--- config.mk ---
export PLATFORM = sky130hd
export DESIGN_NAME = uart_transmitter_cfg_flat
export DESIGN_NICKNAME = d
export VERILOG_FILES = /design/src/rtl/uart_pkg.sv /design/src/rtl/uart_transmitter_cfg_if.sv /design/src/rtl/uart_tx_fifo.sv /design/src/rtl/uart_transmitter_cfg.sv /design/src/flat_wrapper.sv
export SDC_FILE = /design/constraint.sdc
export NUM_CORES = 1
export LEC_CHECK = 0
export CORE_MARGIN = 4
export CORE_UTILIZATION = 55
export CTS_BUF_LIST = sky130_fd_sc_hd__clkbuf_8
export DETAILED_ROUTE_END_ITERATION = 8
export PLACE_DENSITY = 0.78
export SYNTH_ARGS = -nofsm -noshare
export SYNTH_HDL_FRONTEND = slang
export SYNTH_HIERARCHICAL = 1
export SYNTH_SLANG_ARGS = --single-unit
--- constraint.sdc ---
create_clock -name clk -period 2.75 [get_ports clk]
set_input_delay 0.55 -clock clk [delete_from_list [all_inputs] [get_ports clk]]
set_output_delay 0.55 -clock clk [all_outputs]
set_load 0.05 [all_outputs]
--- src/rtl/uart_pkg.sv ---
`default_nettype none
// ============================================================================
// uart_pkg : frame-format encodings, FSM states and bit-timing helpers
// Rev 1.0
// ============================================================================
package uart_pkg;

    localparam logic [1:0] DBITS_5 = 2'b00;
    localparam logic [1:0] DBITS_6 = 2'b01;
    localparam logic [1:0] DBITS_7 = 2'b10;
    localparam logic [1:0] DBITS_8 = 2'b11;

    typedef enum logic [1:0] {
        PAR_NONE = 2'b00,
        PAR_EVEN = 2'b01,
        PAR_ODD  = 2'b10
    } parity_t;

    typedef enum logic [2:0] {
        ST_IDLE   = 3'd0,
        ST_START  = 3'd1,
        ST_DATA   = 3'd2,
        ST_PARITY = 3'd3,
        ST_STOP   = 3'd4
    } state_t;

    function automatic logic [3:0] data_width(input logic [1:0] code);
        case (code)
            DBITS_5: return 4'd5;
            DBITS_6: return 4'd6;
            DBITS_7: return 4'd7;
            DBITS_8: return 4'd8;
            default: return 4'd8;
        endcase
    endfunction

    function automatic logic [7:0] data_mask(input logic [1:0] code);
        return 8'((9'd1 << data_width(code)) - 9'd1);
    endfunction

    // Code 2'b11 is treated as "no parity", same as 2'b00.
    function automatic parity_t parity_decode(input logic [1:0] code);
        case (code)
            2'b01:   return PAR_EVEN;
            2'b10:   return PAR_ODD;
            default: return PAR_NONE;
        endcase
    endfunction

    function automatic int symbol_edge_time(input int clock_freq, input int baud_rate);
        return clock_freq / baud_rate;
    endfunction

endpackage
`default_nettype wire

--- src/rtl/uart_transmitter_cfg_if.sv ---
`default_nettype none
// ============================================================================
// uart_transmitter_cfg_if : byte push handshake into the transmit FIFO
// Rev 1.0
// ============================================================================
interface uart_transmitter_cfg_if;
    logic [7:0] data_in;
    logic       data_in_valid;
    logic       data_in_ready;

    modport master (output data_in, output data_in_valid, input  data_in_ready);
    modport slave  (input  data_in, input  data_in_valid, output data_in_ready);
endinterface
`default_nettype wire

--- src/rtl/uart_tx_fifo.sv ---
`default_nettype none
// ============================================================================
// uart_tx_fifo : synchronous DEPTH x WIDTH FIFO with occupancy count
// Rev 1.0
// ============================================================================
module uart_tx_fifo #(
    parameter int DEPTH = 4,
    parameter int WIDTH = 8
) (
    input  logic                     clk,
    input  logic                     reset_n,
    input  logic                     push,
    input  logic [WIDTH-1:0]         push_data,
    input  logic                     pop,
    output logic [WIDTH-1:0]         pop_data,
    output logic [$clog2(DEPTH):0]   count,
    output logic                     full,
    output logic                     empty
);
    localparam int AW = $clog2(DEPTH);
    localparam int CW = AW + 1;

    logic [WIDTH-1:0] r_mem [DEPTH];
    logic [AW-1:0]    r_wr_ptr;
    logic [AW-1:0]    r_rd_ptr;
    logic [CW-1:0]    r_count;
    logic             w_do_push;
    logic             w_do_pop;

    // Push is gated by the registered full flag, so a same-cycle pop never frees a slot early.
    assign w_do_push = push && !full;
    assign w_do_pop  = pop && !empty;

    always_ff @(posedge clk) begin
        if (w_do_push) r_mem[r_wr_ptr] <= push_data;
    end

    always_ff @(posedge clk or negedge reset_n) begin
        if (!reset_n) begin
            r_wr_ptr <= '0;
            r_rd_ptr <= '0;
            r_count  <= '0;
        end else begin
            if (w_do_push) r_wr_ptr <= r_wr_ptr + AW'(1);
            if (w_do_pop)  r_rd_ptr <= r_rd_ptr + AW'(1);
            case ({w_do_push, w_do_pop})
                2'b10:   r_count <= r_count + CW'(1);
                2'b01:   r_count <= r_count - CW'(1);
                default: r_count <= r_count;
            endcase
        end
    end

    assign full     = (r_count == CW'(DEPTH));
    assign empty    = (r_count == '0);
    assign pop_data = r_mem[r_rd_ptr];
    assign count    = r_count;

endmodule
`default_nettype wire

--- src/rtl/uart_transmitter_cfg.sv ---
`default_nettype none
// ============================================================================
// uart_transmitter_cfg : FIFO-buffered UART TX with per-frame 5-8 / N,E,O / 1-2 format
// Rev 1.0
// ============================================================================
module uart_transmitter_cfg
    import uart_pkg::*;
#(
    parameter int CLOCK_FREQ = 125_000_000,
    parameter int BAUD_RATE  = 115_200,
    parameter int FIFO_DEPTH = 4
) (
    input  logic                         clk,
    input  logic                         reset_n,
    uart_transmitter_cfg_if.slave        tx_if,
    input  logic [1:0]                   cfg_data_bits,
    input  logic [1:0]                   cfg_parity,
    input  logic                         cfg_stop2,
    output logic                         serial_out,
    output logic                         busy,
    output logic [$clog2(FIFO_DEPTH):0]  fifo_count,
    output logic                         frame_done
);
    localparam int              SET       = symbol_edge_time(CLOCK_FREQ, BAUD_RATE);
    localparam int              TW        = (SET > 1) ? $clog2(SET) : 1;
    localparam logic [TW-1:0]   LAST_TICK = TW'(SET - 1);

    state_t        r_state,    w_state_n;
    logic [TW-1:0] r_timer,    w_timer_n;
    logic [2:0]    r_bit_idx,  w_bit_idx_n;
    logic [2:0]    r_last_idx, w_last_idx_n;
    logic          r_stop_idx, w_stop_idx_n;
    logic [7:0]    r_shift,    w_shift_n;
    parity_t       r_parity,   w_parity_n;
    logic          r_stop2,    w_stop2_n;
    logic          r_par_bit,  w_par_bit_n;
    logic          r_serial,   w_serial_n;
    logic          w_launch;
    logic          w_tick_end;
    logic          w_fifo_full;
    logic          w_fifo_empty;
    logic [7:0]    w_head;
    logic [7:0]    w_head_masked;

    uart_tx_fifo #(
        .DEPTH (FIFO_DEPTH),
        .WIDTH (8)
    ) u_fifo (
        .clk       (clk),
        .reset_n   (reset_n),
        .push      (tx_if.data_in_valid),
        .push_data (tx_if.data_in),
        .pop       (w_launch),
        .pop_data  (w_head),
        .count     (fifo_count),
        .full      (w_fifo_full),
        .empty     (w_fifo_empty)
    );

    assign tx_if.data_in_ready = !w_fifo_full;
    assign w_head_masked       = w_head & data_mask(cfg_data_bits);

    always_comb begin
        w_state_n    = r_state;
        w_timer_n    = r_timer;
        w_bit_idx_n  = r_bit_idx;
        w_last_idx_n = r_last_idx;
        w_stop_idx_n = r_stop_idx;
        w_shift_n    = r_shift;
        w_parity_n   = r_parity;
        w_stop2_n    = r_stop2;
        w_par_bit_n  = r_par_bit;
        w_launch     = 1'b0;
        w_serial_n   = 1'b1;
        w_tick_end   = (r_timer == LAST_TICK);

        if (r_state != ST_IDLE) w_timer_n = w_tick_end ? '0 : r_timer + TW'(1);

        case (r_state)
            ST_IDLE: begin
                w_timer_n = '0;
                w_launch  = !w_fifo_empty;
            end
            ST_START: begin
                if (w_tick_end) begin
                    w_state_n   = ST_DATA;
                    w_bit_idx_n = '0;
                end
            end
            ST_DATA: begin
                if (w_tick_end) begin
                    if (r_bit_idx == r_last_idx) begin
                        w_state_n    = (r_parity == PAR_NONE) ? ST_STOP : ST_PARITY;
                        w_stop_idx_n = 1'b0;
                    end else begin
                        w_bit_idx_n = r_bit_idx + 3'd1;
                    end
                end
            end
            ST_PARITY: begin
                if (w_tick_end) begin
                    w_state_n    = ST_STOP;
                    w_stop_idx_n = 1'b0;
                end
            end
            ST_STOP: begin
                if (w_tick_end) begin
                    if (r_stop_idx == r_stop2) begin
                        w_state_n = ST_IDLE;
                        w_launch  = !w_fifo_empty;
                    end else begin
                        w_stop_idx_n = 1'b1;
                    end
                end
            end
            default: w_state_n = ST_IDLE;
        endcase

        // Frame format is captured here only, so cfg_* changes wait for the next frame.
        if (w_launch) begin
            w_state_n    = ST_START;
            w_bit_idx_n  = '0;
            w_stop_idx_n = 1'b0;
            w_shift_n    = w_head_masked;
            w_last_idx_n = 3'(data_width(cfg_data_bits) - 4'd1);
            w_parity_n   = parity_decode(cfg_parity);
            w_stop2_n    = cfg_stop2;
            w_par_bit_n  = (^w_head_masked) ^ (parity_decode(cfg_parity) == PAR_ODD);
        end

        case (w_state_n)
            ST_START:  w_serial_n = 1'b0;
            ST_DATA:   w_serial_n = w_shift_n[w_bit_idx_n];
            ST_PARITY: w_serial_n = w_par_bit_n;
            default:   w_serial_n = 1'b1;
        endcase
    end

    always_ff @(posedge clk or negedge reset_n) begin
        if (!reset_n) begin
            r_state    <= ST_IDLE;
            r_timer    <= '0;
            r_bit_idx  <= '0;
            r_last_idx <= '0;
            r_stop_idx <= 1'b0;
            r_shift    <= '0;
            r_parity   <= PAR_NONE;
            r_stop2    <= 1'b0;
            r_par_bit  <= 1'b0;
            r_serial   <= 1'b1;
        end else begin
            r_state    <= w_state_n;
            r_timer    <= w_timer_n;
            r_bit_idx  <= w_bit_idx_n;
            r_last_idx <= w_last_idx_n;
            r_stop_idx <= w_stop_idx_n;
            r_shift    <= w_shift_n;
            r_parity   <= w_parity_n;
            r_stop2    <= w_stop2_n;
            r_par_bit  <= w_par_bit_n;
            r_serial   <= w_serial_n;
        end
    end

    assign serial_out = r_serial;
    assign frame_done = (r_state == ST_STOP) && w_tick_end && (r_stop_idx == r_stop2);
    assign busy       = (r_state != ST_IDLE) || (fifo_count != '0);

endmodule
`default_nettype wire

--- src/flat_wrapper.sv ---
// flat-port wrapper written by rule: the top's interface ports become plain ports
module uart_transmitter_cfg_flat import uart_pkg::*;
#(
    parameter int CLOCK_FREQ = 125_000_000,
    parameter int BAUD_RATE  = 115_200,
    parameter int FIFO_DEPTH = 4
)
  (clk, reset_n, cfg_data_bits, cfg_parity, cfg_stop2, serial_out, busy, fifo_count, frame_done, tx_if_data_in, tx_if_data_in_valid, tx_if_data_in_ready);
  uart_transmitter_cfg_if tx_if_i ();
  input  logic clk;
  input  logic reset_n;
  input  logic [1:0] cfg_data_bits;
  input  logic [1:0] cfg_parity;
  input  logic cfg_stop2;
  output logic serial_out;
  output logic busy;
  output logic [$clog2(FIFO_DEPTH):0] fifo_count;
  output logic frame_done;
  input wire logic [$bits(tx_if_i.data_in)-1:0] tx_if_data_in;
  input wire logic [$bits(tx_if_i.data_in_valid)-1:0] tx_if_data_in_valid;
  output wire logic [$bits(tx_if_i.data_in_ready)-1:0] tx_if_data_in_ready;
  assign tx_if_i.data_in = tx_if_data_in;
  assign tx_if_i.data_in_valid = tx_if_data_in_valid;
  assign tx_if_data_in_ready = tx_if_i.data_in_ready;
  uart_transmitter_cfg #(.CLOCK_FREQ(CLOCK_FREQ), .BAUD_RATE(BAUD_RATE), .FIFO_DEPTH(FIFO_DEPTH)) u_core (.clk(clk), .reset_n(reset_n), .tx_if(tx_if_i), .cfg_data_bits(cfg_data_bits), .cfg_parity(cfg_parity), .cfg_stop2(cfg_stop2), .serial_out(serial_out), .busy(busy), .fifo_count(fifo_count), .frame_done(frame_done));
endmodule
==> impl.org, run 1 <==
** Floorplanning
- During I/O placement, the number of pins put on the boundary was 23.
- Site row count :: 29
- Measured along the y axis, the die boundary spans 88.39 um.
- Core Box Area :: 6314 sq um
- The die covers 7813 sq um.
- Die boundary width :: 88.39 um
- The initial utilization of the core area, before any placement, comes to 56.30%.

** Yosys
- The synthesized netlist devotes 5.913% of its cell area to XOR and XNOR gates.
- Main combinational cell family by area after synthesis :: simple AND/OR/NAND/NOR gates
- In this run the cell area of the synthesized design comes to 3555 sq um.
- The synthesized netlist devotes 8.729% of its cell area to compound gates.
- The Yosys step of the flow raised 6 warnings.
- Yosys cell types :: 61
- The most used flip-flop cell after synthesis is dfrtp_1.
- Sequential elements use 55.93% of the synthesized area.
- Post-synthesis share of cell area spent on full adders, half adders and majority gates :: 3.731%
- Counting flops and latches in the post-synthesis netlist gives 73.
- Simple logic cell fraction of the synthesized area :: 14.89%
- Of all flip-flops after synthesis, the portion carrying an async set or reset was 56.16%.
- Yosys mapped a number of flops with a built-in enable equal to 32.
- Measured against the total synthesized area, the mux share comes to 7.286%.
- Avg Cell Area, Syn :: 12.09 sq um
- After technology mapping, the gate count stands at 294.

** Timing
- The routed design could run at a clock period as short as 2568 ps.
- Derived from the worst setup path, the maximum achievable clock frequency is 389.4 MHz.
- Setup repair after global routing left no endpoint under its margin.
- Number of failing hold endpoints at the final stage :: 0
- For the pin with the worst max-slew slack, the measured transition is 502.4 ps.
- Worst rel slew slack :: 66.40%
- The total count of max-transition violations in the final report is 0.
- The clock arrives with 7.652 ps of skew.
- For the final routed database, the setup TNS stands at 0 ps.
- Share of the clock period used by the worst path after layout :: 93.39%
- Total of endpoints with negative setup slack in the final report :: 0

** Clock network
- H-tree depth reported by CTS :: 3
- Clock latency reported for the late side of the worst-skew pair :: 330 ps
- Clock buffer count from CTS :: 9
- TritonCTS sink count :: 73
- The clock passes through at most 2 buffers.
- CTS clock-pin slew for the worst setup and hold paths :: 70 ps
- TritonCTS clock tree :: built
- Hold buffer count at cts :: 0
- CTS placed an instance of clkbuf_8 at the clock tree root.

** Worst setup path
- The most critical setup path has its endpoint at tx_if_data_in_ready.
- In this run the critical register-to-register path is launched from u_core/r_timer[1].
- Startpoint Class :: flip-flop
- Among cell families on the critical path, the largest total delay comes from buffers and inverters.
- Maximum single-stage delay on the critical path :: 690 ps
- Required time at the worst-slack endpoint :: 2200 ps
- Traced cell by cell, the critical path runs through or3b_4 -> inv_1 -> inv_1 -> clkdlybuf4s50_1.
- In this run the worst setup path begins at u_core/u_fifo/count[0].
- The critical path is of the reg2out type.
- Cell with the most instances on the worst path :: inv_1
- Crit path depth :: 4
- Endpoint of the worst-slack reg-to-reg timing path :: u_core/u_fifo/count[2]
- Worst path bufs/invs :: 3
- Along the worst path, the maximum fanout reaches 7.
- At the worst endpoint, the arrival time is 2020 ps.
- STA classifies the critical path endpoint as an output port.
- The slowest stage of the critical path is the clkdlybuf4s50_1 cell.
- Measured in cells, the most critical reg-to-reg path has a length of 13.
- For flop-to-flop paths, the worst setup slack is 230 ps.

** Layout
- Share of final-layout standard cells stronger than drive strength 1 :: 17.07%
- The final layout contains 355 nets.
- The multi-input combinational cells in the finished layout cover a total of 1471 sq um.
- The library cells used most frequently in the layout, excluding fill and tap cells, are dfrtp_1, nand2_1, edfxtp_1, clkdlybuf4s50_1, nor2_1.
- After filler insertion, the fill cell instance count of the layout stands at 494.
- Most common cell after layout, fill and taps aside :: dfrtp_1
- The sequential cells in the finished layout cover a total of 1993 sq um.
- Cells fill 64.84% of the core in the end.
- Diodes inserted :: 0
- P&R area growth vs syn :: 15.17%

** Min path
- Hold Crit Class :: in2async

** Placed design
- The congestion estimate from routability-driven global placement came to 0.9008.
- Buffers placed on the I/O ports in this run total 22.
- Detailed placement finished with a half-perimeter wire length of 4980 um.

** Flow run
- Across the run, the number of max-cap violations was 0.

** Global routing
- The total overflow left after global routing is 0.
- The number of antenna violations at the first check in global routing is 0.
- The number of global-route vias before repair came to 2400.
- The first global-routing pass estimated 11410 um of wire.
- GR Util All Layers :: 19.31%
- Pin count of the biggest net entering global routing :: 21

** Routing
- Iteration-0 DRC count of the detailed router :: 173
- The count of nets left with antenna violations once routing finished came out at 0.
- After detailed routing, the number of vias per cell comes to 5.786.
- For this block, the routed nets add up to 6634 um of wire.
- Via count of the routed design :: 2378
- The first detailed-routing pass took 4 iterations.
- Final routed wire length divided by cell count :: 16.14 um
- In the routed design, unresolved DRC markers number 0.

** Power and ir drop
- Across the VDD grid, the largest voltage drop is 0.6016 mV.
- Dividing total power by cell area gives a power density of 641.9 nW/um^2.
- For this design the static power due to leakage is 1.643 nW.

** Outcome
- Result of the run :: finished, final reports clean
## state kept, by name, indices dropped and copies added (netlist names)
signal                  cells
u_core/r_stop2              1
u_core/u_fifo/count         3
u_core/r_stop_idx           1
u_core/r_parity             2
u_core/r_bit_idx            3
u_core/r_par_bit            1
u_core/u_fifo/r_rd_ptr      2
u_core/r_shift              8
u_core/u_fifo/r_wr_ptr      2
u_core/r_timer             11
u_core/r_state              3
u_core/serial_out           1
u_core/r_last_idx           3
u_core/u_fifo/r_mem        32
## logic make-up after synthesis
group | count (synthesis)
fa+ha+maj | 10
mux | 15
other cells | 1
flops | 73
compound gates | 42
buf+inv | 27
simple gates | 102
xor+xnor | 24
## per-layer routing
metal / wire, um / share of wire, % / GRT usage, % / up-vias
li1: - / - / - / 1135
met1: 2921 / 44 / 24.69 / 1179
met2: 3301 / 50 / 31.61 / 53
met3: 303 / 4.6 / 5.214 / 11
met4: 108 / 1.6 / 7.418 / 0
met5: 0 / 0 / 0 / -
## what timing repair did
item                       in CTS  in global routing
setup endpoints to repair       0                  2
setup buffers                   0                  3
gates resized for setup         0                  2
## metrics by stage
stage                     power (mW)  setup WS, ps  instance area [sq um]  hold WS [ps]  std cells
after floorplan                1.782         35.80                   3592         254.4        295
after CTS                      2.652         143.1                   4068         112.2        408
after global placement         1.955         264.5                   3913         451.7        392
after global routing           2.768         13.29                   4094         120.3        411
final                          2.628         181.8                   4094         110.0        411
after detailed placement       1.986         160.6                   3913         463.4        392
## final cells by class
cell class                      count  share of cell area (%)
Clock buffer                        9                   3.026
Clock inverter                      7                  0.7641
Inverter                           16                   1.528
Multi-Input combinational cell    195                   35.94
Sequential cell                    73                   48.69
Tap cell                           77                   2.353
Timing Repair Buffer               34                   7.702
## worst reg2reg max path: stages, from the launching register on
cell,delay [ps]
dfrtp_1,430
inv_1,70
ha_1,140
nor4bb_4,230
nand4_1,180
a21o_1,250
inv_4,70
o31a_4,150
ha_4,130
inv_1,50
fa_2,340
xor2_1,150
nor2_1,110
xor2_1,150
## Yosys cell counts (5+ instances only)
| cell type | number | area share, % |
|---|---|---|
| nand4_1 | 5 | 0.88 |
| buf_4 | 5 | 1.1 |
| xor2_1 | 9 | 2.2 |
| edfxtp_1 | 32 | 27 |
| ha_1 | 9 | 3.2 |
| nand2_1 | 34 | 3.6 |
| o21ai_0 | 8 | 1.1 |
| nand3_1 | 11 | 1.5 |
| mux4_2 | 8 | 5.1 |
| xnor2_1 | 15 | 3.7 |
| nor2_1 | 20 | 2.1 |
| a21oi_1 | 6 | 0.84 |
| dfrtp_1 | 40 | 28 |
| inv_1 | 15 | 1.6 |
## worst min-delay path by stage
stage                                     end  slack (ps)              start  cells past startpoint
after floorplan           u_core/r_bit_idx[0]         250            reset_n                      0
after global placement      u_core/r_shift[2]         450  u_core/r_shift[2]                      2
after detailed placement    u_core/r_shift[2]         460  u_core/r_shift[2]                      2
after CTS                   u_core/r_timer[9]         110            reset_n                      1
after global routing        u_core/r_timer[8]         120            reset_n                      1
final                       u_core/r_timer[9]         110            reset_n                      1
## power by group
group / internal (mW) / leakage (nW) / total [mW] / switching [mW]
clock: 0.311 / 0.0963 / 0.665 / 0.354
combinational: 0.244 / 0.747 / 0.580 / 0.336
sequential: 1.30 / 0.799 / 1.38 / 0.0852
total: 1.85 / 1.64 / 2.63 / 0.775
Power figures use the tool's default switching activity.
==> run 2, diff against run 1 <==
--- a/config.mk
+++ b/config.mk
@@ -8,6 +8,7 @@
 export CORE_MARGIN = 4
 export CORE_UTILIZATION = 55
 export CTS_BUF_LIST = sky130_fd_sc_hd__clkbuf_8
+export CTS_CLUSTER_SIZE = 20
 export DETAILED_ROUTE_END_ITERATION = 8
 export PLACE_DENSITY = 0.78
 export SYNTH_ARGS = -nofsm -noshare
==> results of run 2 <==
The final DEF is identical to that of run 1; final timing and power are the same.
